**config.mk**
```make
export PLATFORM = sky130hd
export DESIGN_NAME = pipe_skid_reg
export DESIGN_NICKNAME = d
export VERILOG_FILES = /design/src/rtl/pipe_pkg.sv /design/src/rtl/pipe_skid_reg.sv
export SDC_FILE = /design/constraint.sdc
export NUM_CORES = 1
export LEC_CHECK = 0
export ABC_AREA = 1
export CAP_MARGIN = 30
export CORE_MARGIN = 1
export CORE_UTILIZATION = 40
export CTS_CLUSTER_DIAMETER = 30
export CTS_CLUSTER_SIZE = 16
export DETAILED_ROUTE_END_ITERATION = 10
export MAX_ROUTING_LAYER = met4
export PLACE_DENSITY_LB_ADDON = 0.15
export SYNTH_ARGS = -nofsm -noshare
export SYNTH_HDL_FRONTEND = slang
export SYNTH_SLANG_ARGS = --single-unit
```
**constraint.sdc**
```tcl
create_clock -name clk -period 2 [get_ports clk]
set_input_delay 0.5 -clock clk [delete_from_list [all_inputs] [get_ports clk]]
set_output_delay 0.5 -clock clk [all_outputs]
set_load 0.005 [all_outputs]
```
**src/rtl/pipe_pkg.sv**
```systemverilog
// Shared constants and state encoding for pipeline boundary registers.
//   PIPE_PAYLOAD_W : default payload width (ALU result, memory result, dest, control)
//   PIPE_CTRL_W    : default count of low payload bits that act as control enables
//   skid_state_e   : occupancy-coded state of a two-entry skid register
package pipe_pkg;

    localparam int PIPE_PAYLOAD_W = 70;
    localparam int PIPE_CTRL_W    = 2;

    typedef enum logic [1:0] {
        ST_EMPTY = 2'd0,
        ST_ONE   = 2'd1,
        ST_FULL  = 2'd2
    } skid_state_e;

endpackage

```
**src/rtl/pipe_skid_reg.sv**
```systemverilog
// Two-entry skid register placed at a pipeline boundary (EX/MEM, MEM/WB).
// in_ready depends only on registered state, which breaks the ready path
// between stages while still sustaining one transfer per cycle.
// The main entry drives the output and the skid entry catches one extra
// payload when downstream stalls.
//
// state    | meaning
// ---------+------------------------------------------
// ST_EMPTY | nothing held, out_valid=0
// ST_ONE   | main entry valid, skid entry free
// ST_FULL  | main and skid valid, in_ready=0
//
// Ports:
//   clk, rst            : clock, synchronous active-high reset
//   flush               : drop all held entries (bubble insertion)
//   in_valid/in_data    : upstream payload, accepted when in_ready=1
//   in_ready            : block can accept (registered state only)
//   out_valid/out_data  : main entry; control bits masked when not valid
//   out_ready           : downstream accepts
//   occupancy           : held entry count 0..2
module pipe_skid_reg
    import pipe_pkg::*;
#(
    parameter int PAYLOAD_W = PIPE_PAYLOAD_W,
    parameter int CTRL_W    = PIPE_CTRL_W
) (
    input  logic                 clk,
    input  logic                 rst,
    input  logic                 flush,
    input  logic                 in_valid,
    input  logic [PAYLOAD_W-1:0] in_data,
    output logic                 in_ready,
    output logic                 out_valid,
    output logic [PAYLOAD_W-1:0] out_data,
    input  logic                 out_ready,
    output logic [1:0]           occupancy
);

    localparam logic [PAYLOAD_W-1:0] CTRL_MASK =
        {{(PAYLOAD_W-CTRL_W){1'b0}}, {CTRL_W{1'b1}}};

    skid_state_e          state_q, state_d;
    logic [PAYLOAD_W-1:0] main_q, main_d;
    logic [PAYLOAD_W-1:0] skid_q, skid_d;
    logic                 in_fire;
    logic                 out_fire;

    assign in_fire  = in_valid & in_ready;
    assign out_fire = out_valid & out_ready;

    always_ff @(posedge clk) begin
        if (rst) begin
            state_q <= ST_EMPTY;
            main_q  <= '0;
            skid_q  <= '0;
        end else begin
            state_q <= state_d;
            main_q  <= main_d;
            skid_q  <= skid_d;
        end
    end

    always_comb begin
        state_d = state_q;
        main_d  = main_q;
        skid_d  = skid_q;
        if (flush) begin
            // Any coincident in_fire is accepted and dropped; any coincident
            // out_fire has already delivered main this cycle.
            state_d = ST_EMPTY;
            main_d  = '0;
            skid_d  = '0;
        end else begin
            unique case (state_q)
                ST_EMPTY: begin
                    if (in_fire) begin
                        state_d = ST_ONE;
                        main_d  = in_data;
                    end
                end
                ST_ONE: begin
                    if (in_fire && out_fire) begin
                        main_d = in_data;
                    end else if (in_fire) begin
                        state_d = ST_FULL;
                        skid_d  = in_data;
                    end else if (out_fire) begin
                        state_d = ST_EMPTY;
                    end
                end
                ST_FULL: begin
                    if (out_fire) begin
                        state_d = ST_ONE;
                        main_d  = skid_q;
                    end
                end
                default: begin
                    state_d = ST_EMPTY;
                    main_d  = '0;
                    skid_d  = '0;
                end
            endcase
        end
    end

    always_comb begin
        in_ready  = 1'b1;
        out_valid = 1'b0;
        occupancy = 2'd0;
        unique case (state_q)
            ST_EMPTY: begin
                in_ready  = 1'b1;
                out_valid = 1'b0;
                occupancy = 2'd0;
            end
            ST_ONE: begin
                in_ready  = 1'b1;
                out_valid = 1'b1;
                occupancy = 2'd1;
            end
            ST_FULL: begin
                in_ready  = 1'b0;
                out_valid = 1'b1;
                occupancy = 2'd2;
            end
            default: begin
                in_ready  = 1'b1;
                out_valid = 1'b0;
                occupancy = 2'd0;
            end
        endcase
        // main keeps stale data after draining; mask control so a bubble
        // never asserts write-back or memory-read downstream.
        out_data = out_valid ? main_q : (main_q & ~CTRL_MASK);
    end

endmodule

```
==> impl_metrics.tcl <==
set metrics [dict create \
    max_stage_delay_ps 320 \
    tns_ps 0 \
    synth_top_family_by_area "simple AND/OR/NAND/NOR gates" \
    ys_seq_area_frac 0.354 \
    dp_hpwl_um 12900 \
    cp-end-kind "primary output" \
    drive_above_1_share 0.0660 \
    synth_cell_type_count 20 \
    leakage_uw 0.00409 \
    layoutNonFillerInstCount 1584 \
    ios 149 \
    gp_congestion 0.779 \
    drt-total-wl_um 21000 \
    synth-adder-area-share 0.00779 \
    synthMuxAreaShare 0 \
    ir_drop_mv 0.662 \
    path_clk_slew_ps 60 \
    slew-limit-headroom 0.713 \
    nets 1386 \
    coreArea_um2 19600 \
    crit_chain "buf_4, ha_1, inv_2, clkdlybuf4s15_1" \
    p_int_uw 6160 \
    grt.total_usage 0.212 \
    ys_ff_latch 142 \
    syn_to_final_growth_pct 24.3 \
    portBuffers 148 \
    holdWs_ps 479 \
    power_switching_uw 2600 \
    wl_per_cell_um 13.2 \
    synth_fp_nets 1361 \
    fp-row-count 51 \
    hold_violations 0 \
    cts.sinks 142 \
    max_freq_mhz 521 \
    synth-compound-area-share 0.134 \
    crit_arrival_ps 1420 \
    initial_core_util 0.410 \
    p_clk_frac 0.383 \
    first_iter_violations 483 \
    placedCellCount 1551 \
    grt_overflow_total 0 \
    first_global_vias 6872 \
    crit_path_start_kind "flop" \
    finalMaxSlewViolations 0 \
    clockRootBuffer "clkbuf_16" \
    drcViolationCount 0 \
    clk_latency_ps 410 \
    path_max_fanout 4 \
    fp.dieW_um 144 \
    critPathKind "flop to primary output" \
    cp.required_ps 1500 \
    crit_path_top_delay_cell "dfxtp_2" \
    vias 7849 \
    fill_cells 2051 \
    synth.cell_area_um2 8030 \
    yosysWarnings 0 \
    critPathTopFamily "buffers and inverters" \
    pwr-share-comb 0.259 \
    cts.path.max_buffers 2 \
    avgSynthCellArea_um2 6.27 \
    antenna_found_initial 0 \
    synth-simple-area-share 0.364 \
    worstHoldPathCells 2 \
    grt_pass1_wl_um 33900 \
    rsz0062_at_grt "true" \
    cellPowerDensity_nw_per_um2 878 \
    n_antenna_cell 0 \
    viasPerCell 4.96 \
    status "complete, no violations" \
    cp_num_buf_inv 3 \
    fin_crit_ps 1920 \
    syn_inst 1281 \
    regToRegSetupSlack_ps 140 \
    final_util 0.509 \
    cts_tree "yes" \
    dieArea_um2 20600 \
    drtAntennaViolNets 0 \
    grt_max_degree 108 \
    dr.pass1.iters 5 \
    synth_xor_area_frac 0 \
    seq_power_share 0.358 \
    reg2reg_depth 10 \
    cts_buffers 17 \
    ff_latch_area_um2 2850 \
    die_h_um 144 \
    final-setup-viol-count 0 \
    power_switching_share 0.297 \
    hold_path_class "flop to flop" \
    crit_cells 4 \
    cap_violations 0 \
    multi_input_area_um2 4130 \
    post-route-period-util 0.960 \
    finClkSkew_ps 8.26 \
    htree_levels 4 \
    tightest_slew_ps 430 \
]
registers in the layout, indices dropped and copies added, names as in the netlist:
register and count:
skid_q 70, state_q 2, main_q 70
power by group through the flow:
| stage | sequential [uW] | combinational, uW | clock (uW) |
|---|---|---|---|
| 2_1_floorplan | 3170 | 1610 | 0 |
| 3_3_place_gp | 3190 | 2260 | 0 |
| 3_5_place_dp | 3190 | 2270 | 0 |
| 4_1_cts | 3130 | 2290 | 3420 |
| 5_1_grt | 3160 | 2560 | 3540 |
| 6_report | 3130 | 2270 | 3350 |
synthesized netlist by cell type (all sizes together):
cell    count  share of area
nand4       1        0.00078
nand2     435           0.20
inv        11         0.0051
o21ai      71          0.045
buf       148           0.12
dfxtp     142           0.35
clkbuf     34          0.016
nor2      150          0.070
nand3     143          0.089
ha          5         0.0078
a21oi     141          0.089
layout by cell type (no fill, tap or decap):
cell type        instances
nand2_4                  1
a21oi_4                  1
o21ai_4                  1
nor2_4                   2
nand4_1                  1
clkdlybuf4s15_1          3
clkinv_2                 3
nor2_1                 148
inv_6                    1
buf_4                   21
inv_2                    5
inv_1                    6
dlygate4sd2_1            3
nand3_1                143
nand2_2                  1
ha_1                     2
ha_4                     3
clkbuf_16               17
clkinv_4                 2
buf_12                  19
dfxtp_1                140
clkinvlp_4               4
clkbuf_1                 1
dfxtp_2                  2
bufinv_16                4
nand2_1                433
clkdlybuf4s50_1        142
a21oi_1                140
o21ai_0                 70
cell type report:
| cell class | instances | share of cell area |
|---|---|---|
| well taps | 265 | 0.0332 |
| clock buffers | 18 | 0.0430 |
| inverters | 11 | 0.00414 |
| multi-input cells | 946 | 0.413 |
| repair buffers | 188 | 0.202 |
| clock inverters | 14 | 0.0192 |
| flip-flops and latches | 142 | 0.285 |
cells by family (layout without fill, tap and decap cells):
| family | Yosys count | after routing |
|---|---|---|
| and+or+nand+nor | 729 | 729 |
| DFF | 142 | 142 |
| adders and majority gates | 5 | 5 |
| buffers and inverters | 193 | 231 |
| AOI/OAI and AO/OA | 212 | 212 |
worst min-delay path, cell delays in order, from the launching register on:
cell	delay [ps]
dfxtp_1	320
a21oi_1	40
nor2_1	80
routing by layer:
layer,track usage,part of all wire,up-vias
met5,-,0,-
met4,0.0594,0.010,0
met3,0.0367,0.046,14
met2,0.345,0.48,170
met1,0.269,0.47,3572
li1,-,-,4093
path summary, 6_finish.rpt:
| kind | start | endpoint |
|---|---|---|
| setup / recovery | state_q[1]$_SDFFE_PP0P_ | in_ready |
| hold / removal | main_q[22]$_SDFFE_PP0P_ | main_q[22]$_SDFFE_PP0P_ |
| setup reg to reg | state_q[0]$_SDFFE_PP0P_ | skid_q[13]$_SDFFE_PP0P_ |
| hold reg to reg | main_q[22]$_SDFFE_PP0P_ | main_q[22]$_SDFFE_PP0P_ |
per-stage QoR:
step           area, um2  total power, uW  worst slack [ps]
3_5_place_dp        9330             5470              -100
3_3_place_gp        9330             5450             -57.3
6_report            9980             8760              80.3
5_1_grt             9980             9260             -3.46
2_1_floorplan       8030             4780               287
4_1_cts             9970             8850              16.8
repair_timing:
action | CTS | global route
endpoints found under the setup margin | 6 | 4
pin swaps | 1 | 1
buffers inserted | 1 | 0
hold buffers | 0 | 0
gates resized for setup | 12 | 4
No activity file was read; power rests on OpenSTA's default activity.
==> variant, RTL diff (same flow settings) <==
Change the package constant `PIPE_CTRL_W` from 2 to 4.
--- a/src/rtl/pipe_pkg.sv
+++ b/src/rtl/pipe_pkg.sv
@@ -5,7 +5,7 @@
 package pipe_pkg;
 
     localparam int PIPE_PAYLOAD_W = 70;
-    localparam int PIPE_CTRL_W    = 2;
+    localparam int PIPE_CTRL_W    = 4;
 
     typedef enum logic [1:0] {
         ST_EMPTY = 2'd0,
Behaviour: not the same (a bounded check fails within 4 cycles, from zero or initial values).
==> variant against the unedited design <==
  * Power down 2.9%
  * Design area up 1.9%
  * Setup slack worse by 0.017 ns
  * Worst hold slack better by 0.00073 ns
  * Sequential cell count unchanged
  * Wire length up 2.7%
  * Clock skew up 0.0021 ns
  * Synthesized area up 0.22%
==> variant: results (changes against the unedited design) <==
stage;metric;value;unit;change
finish;fillers;2057;;was 2,051
route;firstDrtPassIters;5;;unchanged
placement;gp_congestion;0.787;;was 0.779
min_path;hold_class;reg2reg;;unchanged
logic_synthesis;ys_seq_area_share;35.3;%;was 35.4%
outcome;status;complete, no violations;;unchanged
power;p_switching;2.61;mW;was 2.60 mW
sta;finClkSkew;0.0103;ns;was 0.00826 ns
logic_synthesis;syn_inst;1283;;was 1,281
clock_tree;clk_pin_slew_worst_paths;0.06;ns;about the same
flow_run;max-cap-violations;0;;unchanged
logic_synthesis;synthArstFlopShare;0;%;unchanged
logic_synthesis;synth_compound_area_share;13.4;%;about the same
power;p_leak;4.22;nW;was 4.09 nW
sta;slew_headroom;71.2;%;was 71.3%
placement;pre_cts_ws;-0.0469;ns;was -0.100 ns
placement;portBuffers;148;;unchanged
logic_synthesis;syn_nets;1363;;was 1,361
clock_tree;worstSkewPairLatency;0.43;ns;was 0.41 ns
clock_tree;cts-root-buf;clkbuf_16;;unchanged
clock_tree;cts_buffers;17;;unchanged
logic_synthesis;yosys-top-cells-count;nand2_1 (435), nor2_1 (149), nand3_1 (143);;was nand2_1 (434), nor2_1 (149), nand3_1 (143)
placement;dpl.cell_count;1571;;was 1,551
grt;grt_max_degree;69;;was 108
placement;place_hpwl;13500;um;was 12,900 um
route;wl_per_cell;13.4;um;was 13.2 um
logic_synthesis;synth-xor-area-share;0;%;unchanged
power;power_frac_seq;36.9;%;was 35.8%
grt;track_usage;22.2;%;was 21.2%
setup_path;cp_data_arrival_time;1.44;ns;was 1.42 ns
finish;drive_above_1_share;8.05;%;was 6.60%
clock_tree;cts_buffer_depth;2;;unchanged
route;drtIter0Drc;511;;was 483
grt;antenna_found_initial;0;;unchanged
grt;grt_pass1_wl;35500;um;was 33,900 um
logic_synthesis;yosys-mux-area-fraction;0;%;unchanged
power;max-vdd-ir-drop;0.615;mV;was 0.662 mV
route;finalWirelength;21500;um;was 21,000 um
route;viasPerCell;5.00;;was 4.96
clock_tree;htreeDepth;4;;unchanged
logic_synthesis;synthTopCellsByArea;dfxtp_1 (35%), nand2_1 (20%), nand3_1 (8.9%), a21oi_1 (8.7%), buf_4 (7.5%);;was dfxtp_1 (35%), nand2_1 (20%), nand3_1 (8.9%), a21oi_1 (8.7%), buf_4 (8.1%)
logic_synthesis;ys_types;19;;was 20
finish;antenna_cells;0;;unchanged
setup_path;crit_fanout;6;;was 4
logic_synthesis;synth-adder-area-share;0.777;%;was 0.779%
logic_synthesis;ys_warn_count;0;;unchanged
finish;reg_top3;main_q x70, skid_q x70, state_q x2;;unchanged
grt;grt_pass1_vias;7110;;was 6,872
variant: changes by cell type in the layout (fill, tap and decap cells not counted), sizes merged, moves of 2 or more:
cell           change
buf               +18
clkbuf             +7
clkinv             +4
clkinvlp           -4
bufinv             -3
clkdlybuf4s15      -2
clkdlybuf4s50      -2
nand2              +2
variant: repair_timing:
action | CTS | global route
cloned | 0 | 0
gates resized for setup | 16 | 9
pin swaps | 1 | 1
buffers inserted | 3 | 0
endpoints found under the setup margin | 8 | 5
variant: worst paths after layout:
path,cells past startpoint,start,slack [ns],end
worst max-delay path,5,state_q[0],0.06,out_data[1]
worst min-delay path,2,main_q[25],0.48,main_q[25]
worst max register to register,10,state_q[1],0.13,skid_q[10]
worst min register to register,2,main_q[25],0.48,main_q[25]
variant: cell type report:
type / instances / area share [%]
clock inverter: 10 / 0.886
tap: 265 / 3.26
timing repair buffer: 206 / 22.1
clock buffer: 22 / 4.56
inverter: 13 / 0.504
sequential: 142 / 28.0
multi-input combinational: 948 / 40.7
variant: worst max-delay path, stage by stage, from the launching register on:
cell	delay, ns
dfxtp_2	0.36
inv_4	0.06
ha_4	0.30
nand2_1	0.06
inv_1	0.05
clkdlybuf4s15_1	0.20
variant: power groups by stage:
stage,sequential (mW),combinational (mW),clock (mW)
floorplan,3.17,1.61,0
global placement,3.19,2.33,0
detailed placement,3.19,2.34,0
CTS,3.13,2.37,3.08
global route,3.16,2.65,3.22
finish,3.13,2.35,3.01
variant: cell families (layout without fill, tap and decap cells):
kind of cell    Yosys count  in the layout
compound gates          212            212
fa+ha+maj                 5              5
buf+inv                 193            251
flops                   142            142
simple gates            731            731
variant: through the flow:
stage	cell area (um2)	utilization (%)	hold WS (ns)	setup TNS, ns
after floorplan	8050	-	0.451	0
after global placement	9580	48.9	0.460	-0.574
after detailed placement	9580	48.9	0.468	-1.36
after CTS	10200	51.9	0.482	0
after global routing	10200	51.9	0.491	0
final	10200	51.9	0.480	0
variant: layer usage:
metal	share of wire, %	vias to the layer above	global-route usage [%]
li1	-	4153	-
met1	48	3666	29.5
met2	46	195	34.4
met3	4.4	18	3.97
met4	1.2	0	6.10
met5	0	-	-
